## src/rtl/mux_8_1.sv

```systemverilog
// Registered 8:1 single-bit mux that also captures the select index and its one-hot decode.
// Optional combinational output y_comb is built when MUX8_1_COMB_OUT_EN is defined.
module mux_8_1 (
    input  logic       clk,
    input  logic       rst_n,
    input  logic       en,
    input  logic       i0,
    input  logic       i1,
    input  logic       i2,
    input  logic       i3,
    input  logic       i4,
    input  logic       i5,
    input  logic       i6,
    input  logic       i7,
    input  logic       s1,
    input  logic       s2,
    input  logic       s3,
    output logic       y,
    output logic [2:0] sel_q,
    output logic [7:0] sel_onehot
`ifdef MUX8_1_COMB_OUT_EN
    ,
    output logic       y_comb
`endif
);

    logic [2:0] w_idx;
    logic       w_bit;
    logic       w_sel_ok;

    logic       r_y;
    logic [2:0] r_sel;
    logic [7:0] r_onehot;

    assign w_idx = {s1, s2, s3};

    // An X/Z select matches no item, so it lands in default: bit 0, select not valid.
    always_comb begin
        w_bit    = 1'b0;
        w_sel_ok = 1'b1;
        case (w_idx)
            3'd0:    w_bit = i0;
            3'd1:    w_bit = i1;
            3'd2:    w_bit = i2;
            3'd3:    w_bit = i3;
            3'd4:    w_bit = i4;
            3'd5:    w_bit = i5;
            3'd6:    w_bit = i6;
            3'd7:    w_bit = i7;
            default: w_sel_ok = 1'b0;
        endcase
    end

    always_ff @(posedge clk or negedge rst_n) begin
        if (!rst_n) begin
            r_y      <= 1'b0;
            r_sel    <= 3'd0;
            r_onehot <= 8'h01;
        end else if (en) begin
            r_y <= w_bit;
            if (w_sel_ok) begin
                r_sel    <= w_idx;
                r_onehot <= 8'h01 << w_idx;
            end
        end
    end

    assign y          = r_y;
    assign sel_q      = r_sel;
    assign sel_onehot = r_onehot;

`ifdef MUX8_1_COMB_OUT_EN
    assign y_comb = w_bit;
`endif

endmodule

```

## config.mk

```make
export PLATFORM = sky130hd
export DESIGN_NAME = mux_8_1
export DESIGN_NICKNAME = d
export VERILOG_FILES = /design/src/rtl/mux_8_1.sv
export SDC_FILE = /design/constraint.sdc
export NUM_CORES = 1
export LEC_CHECK = 0
export CORE_MARGIN = 2
export CORE_UTILIZATION = 42
export CTS_BUF_LIST = sky130_fd_sc_hd__clkbuf_16
export DETAILED_ROUTE_END_ITERATION = 10
export GPL_ROUTABILITY_DRIVEN = 0
export GPL_TIMING_DRIVEN = 1
export PLACE_DENSITY_LB_ADDON = 0.1
export SLEW_MARGIN = 20
export SYNTH_ARGS = -nofsm -noshare
export SYNTH_HDL_FRONTEND = slang
export SYNTH_SLANG_ARGS = --single-unit
```

## constraint.sdc

```tcl
create_clock -name clk -period 1.5 [get_ports clk]
set_input_delay 0.3 -clock clk [delete_from_list [all_inputs] [get_ports clk]]
set_output_delay 0.3 -clock clk [all_outputs]
set_load 0.02 [all_outputs]
```

==> results of run 1 <==
flip-flops by register name (all words and copies together), names as in the netlist:
| register | count |
|---|---|
| sel_onehot | 8 |
| sel_q | 3 |
| y | 1 |
stage by stage:
| step | TNS, ns | utilization, % |
|---|---|---|
| floorplan | 0 | - |
| global placement | -0.0634 | 69.8 |
| detailed placement | -0.181 | 69.8 |
| CTS | 0 | 75.6 |
| global route | 0 | 76.8 |
| finish | 0 | 76.8 |
per-layer routing:
| layer | up-vias | wire length [µm] |
|---|---|---|
| met5 | - | 0 |
| met4 | 0 | 47 |
| met3 | 6 | 65 |
| met2 | 21 | 808 |
| met1 | 253 | 595 |
| li1 | 255 | - |
how the worst min path moves through the flow:
stage	cells after the start	to
after CTS	1	sel_onehot[1]
after global placement	1	sel_q[0]
after detailed placement	1	sel_q[2]
after global routing	1	sel_onehot[1]
final	1	sel_onehot[1]
after floorplan	0	sel_onehot[1]
cells by family (layout without fill, tap and decap cells):
group                  after synthesis  after routing  share of synthesized area [%]
and+or+nand+nor                     10             10                           10.2
muxes                                5              5                           9.58
DFF                                 12             12                           53.7
buffers and inverters               13             49                           10.9
AOI/OAI and AO/OA                   13             13                           15.6
cell type report:
| cell class | count | area (µm²) | share of cell area, % |
|---|---|---|---|
| Tap cell | 15 | 18.8 | 1.93 |
| Inverter | 9 | 33.8 | 3.47 |
| Clock inverter | 1 | 3.75 | 0.385 |
| Timing Repair Buffer | 36 | 343 | 35.2 |
| Sequential cell | 12 | 302 | 30.9 |
| Clock buffer | 3 | 75.1 | 7.70 |
| Multi-Input combinational cell | 28 | 199 | 20.4 |
power by group:
part | internal [mW] | leakage (nW) | switching, mW
combinational | 0.106 | 0.341 | 0.0951
sequential | 0.350 | 0.152 | 0.0124
clock | 0.350 | 0.0423 | 0.136
what timing repair did:
| action | 4_1_cts | 5_1_grt |
|---|---|---|
| gates cloned | 0 | 0 |
| resized for setup | 4 | 6 |
| setup endpoints to repair | 4 | 6 |
cells in the final DEF, fill, tap and decap left out, drive strengths merged:
master         instances
clkdlybuf4s50         15
buf                   11
dfrtp                 11
inv                   10
o22ai                  7
dlymetal6s2s           6
dlygate4sd2            4
nand2                  3
nand2b                 3
mux2                   3
clkbuf                 3
o32ai                  2
mux2i                  2
nor3                   2
nor2b                  1
nor2                   1
a21oi                  1
a211oi                 1
o41ai                  1
o21ai                  1
dfstp                  1
==> insert_results.sql, run 1 <==
INSERT INTO impl_metrics (metric_group, metric, value, unit) VALUES
('routing', 'initialDrtViolationCount', '10', ''),
('outcome', 'outcome', 'finished clean', ''),
('placement', 'number_of_placed_instances_taps_included', '100', ''),
('placement', 'numPortBuffers', '25', ''),
('synth', 'yosys.cell_count.top_type', 'sky130_fd_sc_hd__dfrtp_1', ''),
('global_route', 'globalRoute.totalOverflow', '0', ''),
('floorplanning', 'die-height', '40.6', 'µm'),
('placement', 'post_dp_cell_area', '886', 'µm²'),
('synth', 'yosysUniqueCellTypes', '20', ''),
('placement', 'dp_slack', '-0.158', 'ns'),
('sta', 'worst_slack', '0.0348', 'ns'),
('synth', 'post_synth_instance_area', '562', 'µm²'),
('worst_setup_path', 'endpoint', 'sel_q[2]', ''),
('hold_path', 'min-delay-path-class', 'input pin to async pin', ''),
('power', 'vdd_drop_max', '676', 'µV'),
('worst_setup_path', 'critical-path-max-stage-delay', '0.60', 'ns'),
('cells_and_area', 'design_area', '975', 'µm²'),
('synth', 'yosys_warnings', '0', ''),
('clock_tree', 'post_cts_repair_timing_setup_buffer_count', '0', ''),
('floorplanning', 'die_area', '1650', 'µm²'),
('clock_tree', 'ctsLongestPathBuffers', '2', ''),
('clock_tree', 'cts_inserted_buffers', '3', ''),
('global_route', 'met3_usage', '1.67', '%'),
('synth', 'synthesis.nets', '67', ''),
('synth', 'synth_largest_type_area_fraction', '49.0', '%'),
('sta', 'final.setup_skew', '0', 'ns'),
('clock_tree', 'tritoncts', 'built', ''),
('floorplanning', 'num_io_pins', '26', ''),
('worst_setup_path', 'timing.setup.critical_path_class', 'flop to primary output', ''),
('cells_and_area', 'drive_above_1_share', '21.3', '%'),
('clock_tree', 'path_clk_slew', '0.05', 'ns'),
('synth', 'synth_area_leader_cell', 'sky130_fd_sc_hd__dfrtp_1', ''),
('worst_setup_path', 'start_kind', 'flop', ''),
('worst_setup_path', 'timing.critical_path.slowest_stage_cell', 'sky130_fd_sc_hd__clkdlybuf4s50_1', ''),
('placement', 'place_hpwl', '1.06', 'mm'),
('worst_setup_path', 'worst-endpoint-required', '1.20', 'ns'),
('sta', 'fmaxAchievable', '682', 'MHz'),
('cells_and_area', 'layoutNonFillerInstCount', '104', ''),
('cells_and_area', 'nets', '104', ''),
('global_route', 'globalRouteTotalUtil', '23.2', '%'),
('worst_setup_path', 'worstSetupEndpointType', 'primary output', ''),
('clock_tree', 'cts_htree_levels', '1', ''),
('floorplanning', 'floorplan.initialDensity', '44.3', '%'),
('sta', 'period_minus_slack', '1.47', 'ns'),
('worst_setup_path', 'critPathBufInv', '1', ''),
('sta', 'worst_slew_pin_slew', '0.541', 'ns'),
('synth', 'syn_avg_cell_area', '10.6', 'µm²'),
('global_route', 'number_of_antenna_violations_at_the_first_check_in_global_routing', '0', ''),
('flow_run', 'max_cap_viol_count', '0', ''),
('synth', 'synthesized_instance_count', '53', ''),
('worst_setup_path', 'critical_path_cell_count', '1', ''),
('floorplanning', 'rows', '13', ''),
('global_route', 'globalRouteMet2Util', '41.3', '%'),
('clock_tree', 'cts_hold_repair.buffers', '0', ''),
('synth', 'synth-seq-area-share', '53.7', '%'),
('clock_tree', 'tritoncts_num_sinks', '12', ''),
('routing', 'via_per_inst', '5.14', ''),
('sta', 'setup_violations', '0', ''),
('routing', 'route.final.wire_length', '1.52', 'mm'),
('sta', 'final.hold.worst_slack', '0.415', 'ns'),
('worst_setup_path', 'timing.critical_path.max_delay_family', 'buffers and inverters', ''),
('worst_setup_path', 'cp_cell_sequence', 'clkdlybuf4s50_1', ''),
('global_route', 'first_pass_grt_wire_length', '2.45', 'mm'),
('clock_tree', 'ctsRootBufferMaster', 'sky130_fd_sc_hd__clkbuf_16', ''),
('routing', 'remaining_antenna_violation_count', '0', ''),
('cells_and_area', 'syn2layout_area_growth', '73.5', '%'),
('worst_setup_path', 'setup.worst_path.start', 'sel_q[2]', ''),
('routing', 'num_vias', '535', ''),
('synth', 'edff_count_synth', '0', ''),
('synth', 'postSynth.asyncResetShare', '100', '%'),
('synth', 'synth.ff_latch_count', '12', '');
(Power assumes the default switching activity.)
==> run 2: changes to the inputs <==
--- a/config.mk
+++ b/config.mk
@@ -6,7 +6,7 @@
 export NUM_CORES = 1
 export LEC_CHECK = 0
 export CORE_MARGIN = 2
-export CORE_UTILIZATION = 42
+export CORE_UTILIZATION = 40
 export CTS_BUF_LIST = sky130_fd_sc_hd__clkbuf_16
 export DETAILED_ROUTE_END_ITERATION = 10
 export GPL_ROUTABILITY_DRIVEN = 0
==> run 2 against run 1 <==
Compared with the run above: register-to-register slack better by 0.03 ns; via count down 5.2%; final cell count is 0.96% higher; fmax decreased by 0.80%; routed wire length down 19%.
==> insert_results.sql, run 2 (synthesis results as in run 1) <==
INSERT INTO impl_metrics (metric_group, metric, value, unit) VALUES
('placement', 'dp_slack', '-0.124', 'ns'),
('sta', 'timing_max_transition_violations_final', '0', ''),
('worst_setup_path', 'timing.critical_path.max_delay_family', 'buffers and inverters', ''),
('global_route', 'first_global_vias', '498', ''),
('floorplanning', 'floorplan.initialDensity', '43.2', '%'),
('clock_tree', 'worstSkewPairLatency', '0.24', 'ns'),
('clock_tree', 'tritoncts_num_sinks', '12', ''),
('cells_and_area', 'layout.cells.most_common_list', 'sky130_fd_sc_hd__clkdlybuf4s50_1, sky130_fd_sc_hd__buf_4, sky130_fd_sc_hd__dfrtp_1', ''),
('power', 'cellInternalPower', '0.812', 'mW'),
('clock_tree', 'post_cts_repair_timing_setup_buffer_count', '0', ''),
('sta', 'period_minus_slack', '1.48', 'ns'),
('global_route', 'number_of_antenna_violations_at_the_first_check_in_global_routing', '0', ''),
('routing', 'num_vias', '507', ''),
('sta', 'fmaxAchievable', '677', 'MHz'),
('cells_and_area', 'design_area', '985', 'µm²'),
('power', 'p_total', '1.04', 'mW'),
('clock_tree', 'tritoncts', 'built', ''),
('floorplanning', 'num_io_pins', '26', ''),
('sta', 'final.setup_skew', '0', 'ns'),
('sta', 'layout_worst_path_cycle_share', '98.5', '%'),
('worst_setup_path', 'start_kind', 'flop', ''),
('power', 'power_density_over_cell_area', '1060', 'nW/µm²'),
('global_route', 'globalRoute.totalOverflow', '0', ''),
('cells_and_area', 'drive_above_1_share', '22.2', '%'),
('global_route', 'globalRouteTotalUtil', '16.0', '%'),
('worst_setup_path', 'critical-path-max-stage-delay', '0.60', 'ns'),
('sta', 'setup_violations', '0', ''),
('clock_tree', 'cts_inserted_buffers', '3', ''),
('floorplanning', 'core_area', '1300', 'µm²'),
('power', 'combPwrFrac', '19.3', '%'),
('placement', 'numPortBuffers', '25', ''),
('placement', 'place_hpwl', '940', 'µm'),
('outcome', 'outcome', 'finished clean', ''),
('routing', 'routed_wire_length_per_instance', '11.6', 'µm'),
('routing', 'post-route-drc-count', '0', ''),
('clock_tree', 'cts_htree_levels', '1', ''),
('power', 'p_seq_share', '34.6', '%'),
('worst_setup_path', 'worstSetupEndpointType', 'primary output', ''),
('worst_setup_path', 'timing.setup.critical_path_class', 'flop to primary output', ''),
('power', 'p_switching', '0.232', 'mW'),
('flow_run', 'max_cap_viol_count', '0', ''),
('worst_setup_path', 'cp_cell_sequence', 'clkdlybuf4s50_1', ''),
('worst_setup_path', 'cp_max_fanout', '2', ''),
('cells_and_area', 'syn2layout_area_growth', '75.3', '%'),
('placement', 'post_dp_cell_area', '893', 'µm²'),
('power', 'leakage', '0.525', 'nW'),
('clock_tree', 'ctsRootBufferMaster', 'sky130_fd_sc_hd__clkbuf_16', ''),
('power', 'p_clk_share', '46.1', '%'),
('power', 'power_switching_share', '22.2', '%'),
('sta', 'worst_slack', '0.0230', 'ns'),
('routing', 'route.final.wire_length', '1.22', 'mm'),
('floorplanning', 'rows', '13', ''),
('clock_tree', 'path_clk_slew', '0.04', 'ns'),
('cells_and_area', 'ant_cells', '0', ''),
('power', 'vdd_drop_max', '690', 'µV'),
('global_route', 'pin_count_of_the_biggest_net_entering_global_routing', '13', ''),
('routing', 'via_per_inst', '4.83', ''),
('sta', 'finalSetupTns', '0', 'ns'),
('clock_tree', 'cts_hold_repair.buffers', '0', ''),
('cells_and_area', 'mostFrequentLayoutCell', 'sky130_fd_sc_hd__clkdlybuf4s50_1', ''),
('floorplanning', 'fp.dieW', '41.5', 'µm'),
('worst_setup_path', 'data_arrival_critical_path', '1.18', 'ns'),
('floorplanning', 'die-height', '41.5', 'µm'),
('worst_setup_path', 'critPathBufInv', '1', ''),
('clock_tree', 'ctsLongestPathBuffers', '2', ''),
('sta', 'worst_slew_pin_slew', '0.517', 'ns'),
('hold_path', 'min-delay-path-class', 'input pin to async pin', ''),
('worst_setup_path', 'worst-endpoint-required', '1.20', 'ns'),
('sta', 'hold_violations', '0', ''),
('routing', 'remaining_antenna_violation_count', '0', ''),
('routing', 'drt_first_pass_iters', '2', ''),
('floorplanning', 'die_area', '1720', 'µm²'),
('cells_and_area', 'fillers', '98', ''),
('routing', 'initialDrtViolationCount', '2', ''),
('worst_setup_path', 'timing.critical_path.slowest_stage_cell', 'sky130_fd_sc_hd__clkdlybuf4s50_1', ''),
('sta', 'relSlewSlack', '65.4', '%'),
('cells_and_area', 'nets', '105', ''),
('global_route', 'first_pass_grt_wire_length', '2.10', 'mm'),
('cells_and_area', 'largest_register_ff_count', '8', '');
-- run 2: cell count changes in the layout (fill, tap and decap cells not counted), sizes merged --
cell	delta
clkdlybuf4s50	+2
dlygate4sd2	-2
buf	+1
-- run 2: final timing paths --
| check | slack [ns] | endpoint | start | cells past startpoint |
|---|---|---|---|---|
| max reg2reg | 0.77 | sel_q[0] | sel_q[0] | 1 |
| min | 0.41 | y | rst_n | 1 |
| max | 0.02 | sel_onehot[6] | sel_onehot[6] | 1 |
| min in group clk | 0.50 | sel_q[2] | sel_q[2] | 1 |
| min reg2reg | 0.50 | sel_q[2] | sel_q[2] | 1 |
| max in group asynchronous | 0.73 | sel_onehot[0] | rst_n | 1 |
-- run 2: power by group through the flow --
| stage | Combinational, mW | Clock, mW | Sequential, mW |
|---|---|---|---|
| 2_1_floorplan | 0.0591 | 0 | 0.397 |
| 3_3_place_gp | 0.205 | 0 | 0.365 |
| 3_5_place_dp | 0.207 | 0 | 0.366 |
| 4_1_cts | 0.206 | 0.485 | 0.362 |
| 5_1_grt | 0.219 | 0.507 | 0.364 |
| 6_report | 0.202 | 0.481 | 0.361 |
-- run 2: routing by layer --
layer	global-route usage [%]	vias to the layer above	wire, µm
li1	-	256	-
met1	19.1	231	525
met2	26.9	17	607
met3	3.91	3	64
met4	7.74	0	25
met5	0	-	0
-- run 2: layout make-up --
class                   count  area [µm²]  area share, %
repair buffers             37         353           35.8
inverters                   9        33.8           3.43
multi-input cells          28         199           20.2
clock buffers               3        75.1           7.62
clock inverters             1        3.75          0.381
flip-flops and latches     12         302           30.6
well taps                  15        18.8           1.91
-- run 2: through the flow --
| step | util (%) | std cells | hold slack [ns] |
|---|---|---|---|
| 5_1_grt | 75.7 | 105 | 0.471 |
| 6_report | 75.7 | 105 | 0.407 |
| 2_1_floorplan | - | 53 | 0.00441 |
| 4_1_cts | 74.5 | 105 | 0.428 |
| 3_5_place_dp | 68.7 | 101 | 0.495 |
| 3_3_place_gp | 68.7 | 101 | 0.493 |
-- run 2: what timing repair did --
item | in CTS | in global routing
resized for setup | 2 | 6
setup endpoints to repair | 2 | 6
pin swaps | 0 | 0
hold endpoints to repair | 0 | 0
==> run 3: changes to the inputs <==
--- a/config.mk
+++ b/config.mk
@@ -5,13 +5,14 @@
 export SDC_FILE = /design/constraint.sdc
 export NUM_CORES = 1
 export LEC_CHECK = 0
+export CAP_MARGIN = 20
 export CORE_MARGIN = 2
 export CORE_UTILIZATION = 40
 export CTS_BUF_LIST = sky130_fd_sc_hd__clkbuf_16
 export DETAILED_ROUTE_END_ITERATION = 10
 export GPL_ROUTABILITY_DRIVEN = 0
 export GPL_TIMING_DRIVEN = 1
-export PLACE_DENSITY_LB_ADDON = 0.1
+export PLACE_DENSITY = 0.78
 export SLEW_MARGIN = 20
 export SYNTH_ARGS = -nofsm -noshare
 export SYNTH_HDL_FRONTEND = slang
==> run 3 against run 2 <==
Compared with the run above: total power shrank 0.35%; sequential cell count is the same; non-clock buffer count shrank 1; final area shrank 0.38%; fmax is essentially flat; via count grew 4.3%; global-route usage grew 3.5 points; hold slack lost 0.086 ns; register-to-register slack lost 0.02 ns; first-iteration DRC count grew to 3.5 times the previous value.
==> insert_results.sql, run 3 (synthesis results as in run 1) <==
INSERT INTO impl_metrics (metric_group, metric, value, unit) VALUES
('outcome', 'outcome', 'finished clean', ''),
('worst_setup_path', 'rr_startpoint', 'sel_q[2]', ''),
('floorplanning', 'floorplan.initialDensity', '43.2', '%'),
('flow_run', 'max_cap_viol_count', '0', ''),
('floorplanning', 'num_io_pins', '26', ''),
('routing', 'via_per_inst', '5.09', ''),
('global_route', 'globalRouteTotalUtil', '19.5', '%'),
('clock_tree', 'cts_inserted_buffers', '3', ''),
('worst_setup_path', 'timing.critical_path.slowest_stage_cell', 'sky130_fd_sc_hd__clkdlybuf4s50_1', ''),
('clock_tree', 'cts_htree_levels', '1', ''),
('power', 'vdd_drop_max', '752', 'µV'),
('placement', 'place_hpwl', '1.06', 'mm'),
('worst_setup_path', 'r2r_cells', '1', ''),
('worst_setup_path', 'cp_cell_sequence', 'clkdlybuf4s50_1', ''),
('cells_and_area', 'design_area', '981', 'µm²'),
('cells_and_area', 'mostFrequentLayoutCell', 'sky130_fd_sc_hd__clkdlybuf4s50_1', ''),
('worst_setup_path', 'timing.setup.critical_path_class', 'flop to primary output', ''),
('global_route', 'globalRoute.totalOverflow', '0', ''),
('worst_setup_path', 'start_kind', 'flop', ''),
('routing', 'post-route-drc-count', '0', ''),
('clock_tree', 'cts_hold_repair.buffers', '0', ''),
('sta', 'final.setup_skew', '0', 'ns'),
('sta', 'relSlewSlack', '80.1', '%'),
('global_route', 'first_pass_grt_wire_length', '2.53', 'mm'),
('placement', 'number_of_placed_instances_taps_included', '100', ''),
('placement', 'numPortBuffers', '25', ''),
('power', 'leakage', '0.544', 'nW'),
('cells_and_area', 'layout.cells.most_common_list', 'sky130_fd_sc_hd__clkdlybuf4s50_1, sky130_fd_sc_hd__buf_4, sky130_fd_sc_hd__dfrtp_1', ''),
('routing', 'num_vias', '529', ''),
('clock_tree', 'ctsLongestPathBuffers', '2', ''),
('floorplanning', 'core_area', '1300', 'µm²'),
('power', 'power_switching_share', '22.4', '%'),
('sta', 'timing_max_transition_violations_final', '0', ''),
('floorplanning', 'rows', '13', ''),
('power', 'p_total', '1.04', 'mW'),
('clock_tree', 'path_clk_slew', '0.04', 'ns'),
('power', 'p_switching', '0.233', 'mW'),
('routing', 'drt_first_pass_iters', '4', ''),
('routing', 'remaining_antenna_violation_count', '0', ''),
('global_route', 'pin_count_of_the_biggest_net_entering_global_routing', '8', ''),
('worst_setup_path', 'timing.critical_path.max_delay_family', 'buffers and inverters', ''),
('routing', 'routed_wire_length_per_instance', '14.8', 'µm'),
('sta', 'setup_violations', '0', ''),
('floorplanning', 'die-height', '41.5', 'µm'),
('worst_setup_path', 'worst-endpoint-required', '1.20', 'ns'),
('worst_setup_path', 'critical-path-max-stage-delay', '0.60', 'ns'),
('sta', 'worst_slew_pin_slew', '0.297', 'ns'),
('placement', 'dp_slack', '-0.107', 'ns'),
('power', 'combPwrFrac', '19.5', '%'),
('sta', 'worst_slack', '0.0221', 'ns'),
('floorplanning', 'fp.dieW', '41.5', 'µm'),
('cells_and_area', 'layoutNonFillerInstCount', '104', ''),
('routing', 'route.final.wire_length', '1.54', 'mm'),
('power', 'cellInternalPower', '0.808', 'mW'),
('clock_tree', 'worstSkewPairLatency', '0.23', 'ns'),
('global_route', 'number_of_antenna_violations_at_the_first_check_in_global_routing', '0', ''),
('clock_tree', 'ctsRootBufferMaster', 'sky130_fd_sc_hd__clkbuf_16', ''),
('cells_and_area', 'largest_register_ff_count', '8', ''),
('clock_tree', 'cts_resized', '3', ''),
('power', 'power_density_over_cell_area', '1060', 'nW/µm²'),
('worst_setup_path', 'critPathBufInv', '1', ''),
('cells_and_area', 'ant_cells', '0', ''),
('worst_setup_path', 'worstSetupEndpointType', 'primary output', ''),
('cells_and_area', 'syn2layout_area_growth', '74.6', '%'),
('global_route', 'first_global_vias', '565', ''),
('worst_setup_path', 'reg2reg_to', 'sel_q[2]', ''),
('sta', 'layout_worst_path_cycle_share', '98.5', '%'),
('power', 'p_clk_share', '45.6', '%'),
('worst_setup_path', 'regToRegSetupSlack', '0.75', 'ns'),
('clock_tree', 'tritoncts_num_sinks', '12', ''),
('power', 'p_seq_share', '34.9', '%'),
('clock_tree', 'post_cts_repair_timing_setup_buffer_count', '0', ''),
('sta', 'period_minus_slack', '1.48', 'ns'),
('floorplanning', 'die_area', '1720', 'µm²'),
('placement', 'post_dp_cell_area', '886', 'µm²'),
('cells_and_area', 'nets', '104', ''),
('hold_path', 'min-delay-path-class', 'input pin to async pin', ''),
('cells_and_area', 'drive_above_1_share', '21.3', '%'),
('worst_setup_path', 'data_arrival_critical_path', '1.18', 'ns'),
('sta', 'hold_violations', '0', ''),
('sta', 'fmaxAchievable', '677', 'MHz'),
('routing', 'initialDrtViolationCount', '7', ''),
('clock_tree', 'tritoncts', 'built', ''),
('sta', 'rsz0062_at_grt', 'no', ''),
('worst_setup_path', 'cp_max_fanout', '2', '');
[run 3: changes by cell type in the layout (fill, tap and decap cells not counted), sizes merged]
cell	change
clkdlybuf4s50	-3
dlymetal6s2s	+2
buf	-1
dlygate4sd2	+1
[run 3: worst max path at each step]
| stage | cells past startpoint | to | startpoint | slack, ns |
|---|---|---|---|---|
| 3_5_place_dp | 5 | y | s2 | -0.11 |
| 5_1_grt | 1 | sel_onehot[4] | sel_onehot[4] | 0.00005 |
| 6_report | 1 | sel_onehot[4] | sel_onehot[4] | 0.02 |
| 2_1_floorplan | 5 | y | s1 | 0.46 |
| 3_3_place_gp | 5 | y | s2 | -0.08 |
| 4_1_cts | 1 | sel_onehot[1] | sel_onehot[1] | 0.0007 |
[run 3: power by group through the flow]
stage	Sequential [mW]	Clock, mW	Combinational, mW
6_report	0.363	0.474	0.203
3_3_place_gp	0.366	0	0.203
3_5_place_dp	0.367	0	0.206
4_1_cts	0.363	0.480	0.208
2_1_floorplan	0.397	0	0.0591
5_1_grt	0.365	0.494	0.218
[run 3: stage by stage]
step           utilization (%)  TNS (ns)  hold WS (ns)
2_1_floorplan                -         0       0.00441
3_3_place_gp              68.1    -0.143         0.502
3_5_place_dp              68.1    -0.234         0.498
4_1_cts                   73.8         0         0.325
5_1_grt                   75.4         0         0.341
6_report                  75.4         0         0.321
[run 3: routing by layer]
metal  global-route usage, %  share of wire [%]
met2                    34.4                 53
met5                       0                  0
met3                    5.22                5.7
met1                    22.3                 39
met4                    7.74                2.5
[run 3: cell type report]
cell class | instances | area (µm²)
clock inverter | 1 | 3.75
clock buffer | 3 | 75.1
tap | 15 | 18.8
inverter | 9 | 33.8
sequential | 12 | 302
multi-input combinational | 28 | 199
timing repair buffer | 36 | 349
fill | 100 | 320
